`config.mk`:
```
export PLATFORM = sky130hd
export DESIGN_NAME = result_readback_ctrl_flat
export DESIGN_NICKNAME = d
export VERILOG_FILES = /design/src/rtl/result_readback_ctrl_if.sv /design/src/rtl/result_readback_ctrl.sv /design/src/flat_wrapper.sv
export SDC_FILE = /design/constraint.sdc
export NUM_CORES = 1
export LEC_CHECK = 0
export BUFFER_PORTS_ARGS = -buffer_cell sky130_fd_sc_hd__clkbuf_2
export CAP_MARGIN = 10
export CORE_ASPECT_RATIO = 0.8
export CORE_UTILIZATION = 45
export DETAILED_ROUTE_END_ITERATION = 6
export PLACE_DENSITY = 0.74
export SKIP_LAST_GASP = 1
export SLEW_MARGIN = 5
export SYNTH_ARGS = -nofsm -noshare
export SYNTH_HDL_FRONTEND = slang
export SYNTH_SLANG_ARGS = --single-unit
```
`constraint.sdc`:
```
create_clock -name clk -period 3.35 [get_ports clk]
set_input_delay 0.1675 -clock clk [delete_from_list [all_inputs] [get_ports clk]]
set_output_delay 0.1675 -clock clk [all_outputs]
set_load 0.01 [all_outputs]
```
`src/rtl/result_readback_ctrl_if.sv`:
```
`default_nettype none
// +--------------------------------------------------------------------------+
// | result_readback_ctrl_if                                                  |
// | Result RAM read port plus element stream toward the test/host side.      |
// | Revision: 1.0                                                            |
// +--------------------------------------------------------------------------+
interface result_readback_ctrl_if #(
  parameter int OUT_WIDTH  = 32,
  parameter int ROW_A      = 4,
  parameter int ADDR_WIDTH = 8
) ();

  logic                         rd_en;
  logic [ADDR_WIDTH-1:0]        rd_addr;
  logic [OUT_WIDTH*ROW_A-1:0]   rd_data;
  logic [OUT_WIDTH-1:0]         test_data;
  logic                         test_valid;
  logic                         test_ready;
  logic                         test_last;

  modport master (
    output rd_en,
    output rd_addr,
    input  rd_data,
    output test_data,
    output test_valid,
    input  test_ready,
    output test_last
  );

  modport slave (
    input  rd_en,
    input  rd_addr,
    output rd_data,
    input  test_data,
    input  test_valid,
    output test_ready,
    input  test_last
  );

endinterface
`default_nettype wire

```
`src/rtl/result_readback_ctrl.sv`:
```
`default_nettype none
// +--------------------------------------------------------------------------+
// | result_readback_ctrl                                                     |
// | Reads packed result words and streams them out one element at a time.   |
// | Revision: 1.0                                                            |
// +--------------------------------------------------------------------------+
module result_readback_ctrl #(
  parameter int OUT_WIDTH  = 32,
  parameter int ROW_A      = 4,
  parameter int ADDR_WIDTH = 8,
  parameter int NUM_WORDS  = 16
) (
  input  wire                    clk,
  input  wire                    reset,
  input  wire                    start,
  input  wire [ADDR_WIDTH-1:0]   base_addr,
  output logic                   busy,
  output logic                   done,
  result_readback_ctrl_if.master bus
);

  localparam int LANE_W = (ROW_A > 1) ? $clog2(ROW_A) : 1;
  localparam int CNT_W  = (NUM_WORDS > 1) ? $clog2(NUM_WORDS) : 1;
  localparam int WORD_W = OUT_WIDTH * ROW_A;

  localparam logic [LANE_W-1:0] c_last_lane = LANE_W'(ROW_A - 1);
  localparam logic [CNT_W-1:0]  c_last_word = CNT_W'(NUM_WORDS - 1);

  typedef enum logic [2:0] {
    S_IDLE = 3'd0,
    S_READ = 3'd1,
    S_WAIT = 3'd2,
    S_EMIT = 3'd3,
    S_DONE = 3'd4
  } state_t;

  state_t                r_state;
  logic [ADDR_WIDTH-1:0] r_addr;
  logic [CNT_W-1:0]      r_word_cnt;
  logic [LANE_W-1:0]     r_lane;
  logic [WORD_W-1:0]     r_shift;
  logic                  r_rd_en;
  logic                  r_test_valid;
  logic                  r_test_last;
  logic                  r_busy;
  logic                  r_done;

  logic [WORD_W-1:0]     w_shift_next;
  logic [LANE_W-1:0]     w_lane_inc;
  logic                  w_last_word;
  logic                  w_accept;

  generate
    if (ROW_A > 1) begin : g_multi_lane
      assign w_shift_next = {{OUT_WIDTH{1'b0}}, r_shift[WORD_W-1:OUT_WIDTH]};
    end else begin : g_single_lane
      assign w_shift_next = '0;
    end
  endgenerate

  assign w_lane_inc  = r_lane + 1'b1;
  assign w_last_word = (r_word_cnt == c_last_word);
  assign w_accept    = r_test_valid && bus.test_ready;

  // All outputs are registered and change together with r_state.
  always_ff @(posedge clk or negedge reset) begin
    if (!reset) begin
      r_state      <= S_IDLE;
      r_addr       <= '0;
      r_word_cnt   <= '0;
      r_lane       <= '0;
      r_shift      <= '0;
      r_rd_en      <= 1'b0;
      r_test_valid <= 1'b0;
      r_test_last  <= 1'b0;
      r_busy       <= 1'b0;
      r_done       <= 1'b0;
    end else begin
      case (r_state)
        S_IDLE: begin
          if (start) begin
            r_addr     <= base_addr;
            r_word_cnt <= '0;
            r_rd_en    <= 1'b1;
            r_busy     <= 1'b1;
            r_state    <= S_READ;
          end
        end

        S_READ: begin
          r_rd_en <= 1'b0;
          r_state <= S_WAIT;
        end

        S_WAIT: begin
          r_shift      <= bus.rd_data;
          r_lane       <= '0;
          r_test_valid <= 1'b1;
          r_test_last  <= (c_last_lane == '0) && w_last_word;
          r_state      <= S_EMIT;
        end

        S_EMIT: begin
          if (w_accept) begin
            if (r_lane != c_last_lane) begin
              r_shift     <= w_shift_next;
              r_lane      <= w_lane_inc;
              r_test_last <= (w_lane_inc == c_last_lane) && w_last_word;
            end else begin
              // Last lane of the word: advance to the next RAM word or finish.
              r_test_valid <= 1'b0;
              r_test_last  <= 1'b0;
              r_addr       <= r_addr + 1'b1;
              r_word_cnt   <= r_word_cnt + 1'b1;
              if (w_last_word) begin
                r_done  <= 1'b1;
                r_state <= S_DONE;
              end else begin
                r_rd_en <= 1'b1;
                r_state <= S_READ;
              end
            end
          end
        end

        S_DONE: begin
          r_done  <= 1'b0;
          r_busy  <= 1'b0;
          r_state <= S_IDLE;
        end

        default: begin
          r_state <= S_IDLE;
        end
      endcase
    end
  end

  assign bus.rd_en      = r_rd_en;
  assign bus.rd_addr    = r_addr;
  assign bus.test_data  = r_shift[OUT_WIDTH-1:0];
  assign bus.test_valid = r_test_valid;
  assign bus.test_last  = r_test_last;
  assign busy           = r_busy;
  assign done           = r_done;

endmodule
`default_nettype wire

```
`src/flat_wrapper.sv`:
```
// flat-port wrapper written by rule: the top's interface ports become plain ports
module result_readback_ctrl_flat 
#(
  parameter int OUT_WIDTH  = 32,
  parameter int ROW_A      = 4,
  parameter int ADDR_WIDTH = 8,
  parameter int NUM_WORDS  = 16
)
  (clk, reset, start, base_addr, busy, done, bus_rd_en, bus_rd_addr, bus_rd_data, bus_test_data, bus_test_valid, bus_test_ready, bus_test_last);
  result_readback_ctrl_if #(.OUT_WIDTH(OUT_WIDTH), .ROW_A(ROW_A), .ADDR_WIDTH(ADDR_WIDTH)) bus_i ();
  input  wire clk;
  input  wire reset;
  input  wire start;
  input  wire [ADDR_WIDTH-1:0] base_addr;
  output logic busy;
  output logic done;
  output wire logic [$bits(bus_i.rd_en)-1:0] bus_rd_en;
  output wire logic [$bits(bus_i.rd_addr)-1:0] bus_rd_addr;
  input wire logic [$bits(bus_i.rd_data)-1:0] bus_rd_data;
  output wire logic [$bits(bus_i.test_data)-1:0] bus_test_data;
  output wire logic [$bits(bus_i.test_valid)-1:0] bus_test_valid;
  input wire logic [$bits(bus_i.test_ready)-1:0] bus_test_ready;
  output wire logic [$bits(bus_i.test_last)-1:0] bus_test_last;
  assign bus_rd_en = bus_i.rd_en;
  assign bus_rd_addr = bus_i.rd_addr;
  assign bus_i.rd_data = bus_rd_data;
  assign bus_test_data = bus_i.test_data;
  assign bus_test_valid = bus_i.test_valid;
  assign bus_i.test_ready = bus_test_ready;
  assign bus_test_last = bus_i.test_last;
  result_readback_ctrl #(.OUT_WIDTH(OUT_WIDTH), .ROW_A(ROW_A), .ADDR_WIDTH(ADDR_WIDTH), .NUM_WORDS(NUM_WORDS)) u_core (.clk(clk), .reset(reset), .start(start), .base_addr(base_addr), .busy(busy), .done(done), .bus(bus_i));
endmodule
```
**After elaboration in Yosys (flattened, before gate mapping)**

Cells that the tools add are included.

- Bits in registers: 150
- Latch bits: 0
- RAM bits: 0
- Bits in read-only memories: 0
- Output and inout bits: 45
- Word-level logic and storage cells: 77
- Memories: 0

- Add/sub/neg operators: 3
- $mul: 0
- Div/mod/pow operators: 0
- $lt $le $gt $ge: 0
- Equality and inequality tests: 13
- Shift operators: 0
- Multiplexer cells: 35
- Bitwise operators: 0
- Reductions and logical operators: 16

Operators with widths:

| operator | count |
|---|---|
| 128-bit 2-to-1 mux | 2 |
| 128-bit case mux with 2 select lines | 1 |
| 8-bit 2-to-1 mux | 3 |
| 8-bit case mux with 2 select lines | 1 |
| 3-bit 2-to-1 mux | 4 |
| 4-bit 2-to-1 mux | 3 |
| 3-bit case mux with 4 select lines | 1 |
| 1-bit 2-to-1 mux | 11 |
| 3-bit AND reduction | 3 |
| 8-bit by 1-bit adder with 8-bit output (second input constant) | 1 |
| 2-bit != test (second input constant) | 4 |
| 1-bit case mux with 2 select lines | 4 |
| 4-bit case mux with 2 select lines | 1 |
| 4-bit AND reduction | 2 |
| 2-bit nonzero test | 4 |
| 3-bit by 2-bit equality test with 1-bit output (second input constant) | 2 |
| 2-bit by 1-bit != test with 1-bit output (second input constant) | 3 |
| 5-bit AND reduction | 1 |
| 4-bit by 1-bit adder with 4-bit output (second input constant) | 1 |
| 4-bit equality test (second input constant) | 1 |
| 2-bit 2-to-1 mux | 2 |
| 2-bit case mux with 2 select lines | 1 |
| 2-bit AND reduction | 2 |
| 3-bit by 1-bit equality test with 1-bit output (second input constant) | 1 |
| 7 further kinds | 8 |

**Depth between registers and ports, before layout**

- Depth after elaboration: 6
- Depth in mapped cells: 8
- Mapped depth without buffers: 5

**Worst setup path before layout**

No wires, ideal clock.

- Path kind: register to register
- Start: register u_core.r_lane[0]
- End: register u_core.r_shift[0]
- Library setup time: 0.130 ns
- Data arrival time: 1.502 ns
- Data required time: 3.220 ns
- Path slack: 1.718 ns
- Cell stages (with the launch flop): 7
- Buffers on the path: 2
- Clock period less this slack: 1.632 ns
- Cells stage by stage: dfrtp_1 ha_1 nand3b_1 a21oi_4 buf_2 buf_2 a31oi_1

- Longest elaborated chain between the ends: 3

Ends and longest elaborated chain:

| element | RTL line | source |
|---|---|---|
| from (decl) | result_readback_ctrl.sv:40 | `logic [LANE_W-1:0] r_lane;` |
| from (signal assigned) | result_readback_ctrl.sv:107 | `r_lane <= w_lane_inc;` |
| 2-bit != test | result_readback_ctrl.sv:105 | `if (r_lane != c_last_lane) begin` |
| 2-bit by 1-bit != test with 1-bit output (no line) | n/a |  |
| 3-bit AND reduction (no line) | n/a |  |
| to (signal assigned) | result_readback_ctrl.sv:96 | `r_shift <= bus.rd_data;` |
| to (signal assigned) | result_readback_ctrl.sv:106 | `r_shift <= w_shift_next;` |
| to (decl) | result_readback_ctrl.sv:41 | `logic [WORD_W-1:0] r_shift;` |

Every way passes these cells.
A chain may end at the register's enable or synchronous reset.

**Worst setup path after layout**

- Start: register u_core.r_lane[0]
- End: register u_core.r_shift[74]

The elaborated chain is that of the path after synthesis.

==> impl_metrics.json <==
{
  "seq_area_frac_synth": 0.542,
  "synth_most_common_cell": "nand2_1",
  "period_share": 0.720,
  "clock_sinks": 150,
  "clk_pin_slew_worst_paths_ns": 0.06,
  "die_h_um": 113,
  "path_cells": "ha_1 -> nand3b_1 -> a21oi_4 -> buf_12 -> nor2_1 -> a31oi_1",
  "cts_buffers": 17,
  "ant_nets": 0,
  "finalSetupViolCount": 0,
  "synth-async-reset-ratio": 1.00,
  "routedWlPerCell_um": 16.4,
  "crit_family": "compound AO/OA/AOI/OAI gates",
  "initial_core_util": 0.461,
  "drc_errors": 0,
  "crit_path_end_kind": "flop",
  "synthesis.nets": 900,
  "cts_tree": "yes",
  "placementRows": 40,
  "syn2layout_area_growth_pct": 37.0,
  "synth_edf_count": 0,
  "core_um2": 15000,
  "die_x_um": 141,
  "fin_setup_tns_ns": 0,
  "crit_type": "flop to flop",
  "max_slew_margin": 0.328,
  "fin_cells": 1205,
  "cp_max_fo": 61,
  "grt_usage": 0.254,
  "cts_resized": 0,
  "cp-start-kind": "flop",
  "synth_area_um2": 6930,
  "gp_congestion": 0.852,
  "cts_buffer_depth": 2,
  "fmax_ghz": 0.414,
  "finalHoldViolCount": 0,
  "cp.required_ns": 3.68,
  "ir_drop_uv": 488,
  "ios": 185,
  "status": "completed",
  "hp-class": "input port to flop",
  "grt_max_degree": 95,
  "synthCells": 756,
  "maxSlewViolCount": 0,
  "max_stage_delay_ns": 0.72,
  "vias": 6238,
  "crit_buf_inv": 1,
  "h-tree-depth": 4,
  "ctsRootBufferMaster": "clkbuf_16",
  "rsz0062_at_grt": "no",
  "globalRoute.totalOverflow": 0,
  "drtIter0Drc": 551,
  "fin_nets": 1147,
  "ys_ff_latch": 150,
  "drive_above_1_share": 0.230,
  "antenna_found_initial": 1,
  "cp_slowest_cell": "a21oi_4",
  "synth_top_area_share": 0.542,
  "grt_pass1_wl_um": 30900,
  "port_buffers": 184,
  "clock_latency_ns": 0.42,
  "avgSynthCellArea_um2": 9.16,
  "synthDistinctLibCells": 34,
  "first_pass_iters": 5,
  "yosysTopAreaCell": "dfrtp_1",
  "viasPerCell": 5.18,
  "worstMarginPinSlew_ns": 1.01,
  "postRouteWirelength_um": 19700,
  "synthTopCellsByCount": "205 x nand2_1, 150 x dfrtp_1, 105 x nor2_1",
  "synth_flop_cell": "dfrtp_1",
  "yosys_warnings": 0,
  "critical_path_arrival_ns": 2.74,
  "synth.area.top_cells": "dfrtp_1 54%, nand2_1 11%, a31oi_1 8.9%",
  "leakagePower_nw": 4.41,
  "finClkSkew_ns": 0.00646,
  "die_area_um2": 15900,
  "power-per-cell-area_nw_per_um2": 843,
  "dp_cells": 1054,
  "grt_pass1_vias": 5967,
  "drv_cap": 0,
  "dp.final_hpwl_um": 12000,
  "fin_crit_ns": 2.41
}
==> sequential cells by signal, indices dropped and copies added, names as in the netlist <==
signal	flops
u_core.bus.rd_addr	8
u_core.bus.rd_en	1
u_core.bus.test_last	1
u_core.bus.test_valid	1
u_core.busy	1
u_core.done	1
u_core.r_lane	2
u_core.r_shift	128
u_core.r_state	3
u_core.r_word_cnt	4
==> metal layers <==
layer / vias up / share of wire / GRT usage
met3: 25 / 0.049 / 0.0529
met2: 222 / 0.45 / 0.389
met1: 2930 / 0.48 / 0.363
met5: - / 0 / 0
met4: 0 / 0.017 / 0.0819
li1: 3061 / - / -
==> power by group <==
part / switching (mW) / total (mW) / internal (mW)
Sequential: 0.523 / 3.13 / 2.61
Clock: 0.731 / 2.05 / 1.31
Combinational: 1.65 / 2.82 / 1.17
==> cell families (layout without fill, tap and decap cells) <==
logic type | Yosys count | in the layout | synth area share
AOI/OAI and AO/OA | 179 | 179 | 0.174
adders and majority gates | 4 | 4 | 0.00723
buffers and inverters | 90 | 349 | 0.0865
DFF | 150 | 150 | 0.542
muxes | 1 | 1 | 0.00145
other | 0 | 1 | 0
and+or+nand+nor | 332 | 332 | 0.189
==> final cells by class <==
type                       instances  area, µm²
antenna                            1       2.50
clock buffer                      21        480
clock inverter                    10        150
fill                            1226       5530
inverter                           2       7.51
multi-input combinational        516       2580
sequential                       150       3750
tap                              189        236
timing repair buffer             316       2280
==> placed cells by master, fill, tap and decap left out, drive strengths merged <==
cell	Yosys	layout
a21o	3	3
a21oi	12	12
a22o	36	36
a2bb2oi	4	4
a31oi	98	98
a32oi	1	1
and3	3	3
and3b	1	1
and4	1	1
buf	78	14
bufinv	0	4
clkbuf	10	204
clkinv	0	6
dfrtp	150	150
diode	0	1
dlygate4sd3	0	119
ha	4	4
inv	2	2
mux2i	1	1
nand2	205	205
nand2b	2	2
nand3	5	5
nand3b	2	2
nand4	2	2
nor2	105	105
nor2b	1	1
nor3	2	2
nor3b	1	1
nor4b	1	1
o21ai	20	20
o21bai	1	1
o22a	2	2
o22ai	2	2
or2	1	1
==> final timing paths <==
path	slack, ns	to	cells past startpoint	from
worst max-delay path	0.94	u_core.r_shift[74]$_DFFE_PN0P_	6	u_core.r_lane[0]$_DFFE_PN0P_
worst min-delay path	0.009	u_core.bus.rd_addr[1]$_DFFE_PN0P_	3	base_addr[1]
worst max register to register	0.94	u_core.r_shift[74]$_DFFE_PN0P_	6	u_core.r_lane[0]$_DFFE_PN0P_
worst min register to register	0.51	u_core.r_shift[112]$_DFFE_PN0P_	1	u_core.r_shift[112]$_DFFE_PN0P_
max in group asynchronous	2.13	u_core.r_shift[90]$_DFFE_PN0P_	3	reset
min in group asynchronous	0.36	u_core.r_shift[11]$_DFFE_PN0P_	2	reset
==> what timing repair did <==
item,CTS,global route
setup endpoints to repair,0,0
setup buffers,0,0
hold buffers,119,0
hold endpoints to repair,192,0
==> tightest hold or removal path: cells and delay by family <==
kind	cells	cell delay (ns)
AND/OR/NAND/NOR	1	0.06
buffers and inverters	1	0.08
AO/OA/AOI/OAI	1	0.08
==> metrics by stage <==
| step | instance area, µm² | worst slack, ns | hold WS (ns) | util | power [mW] |
|---|---|---|---|---|---|
| after floorplan | 6930 | 1.72 | -0.128 | - | 5.17 |
| after global placement | 7660 | 1.12 | 0.253 | 0.511 | 5.69 |
| after detailed placement | 7660 | 1.04 | 0.255 | 0.511 | 5.79 |
| after CTS | 9490 | 1.01 | 0.000552 | 0.632 | 7.95 |
| after global routing | 9490 | 0.799 | 0.0133 | 0.632 | 8.51 |
| final | 9490 | 0.937 | 0.00901 | 0.632 | 8.00 |
Power figures use the tool's default switching activity.
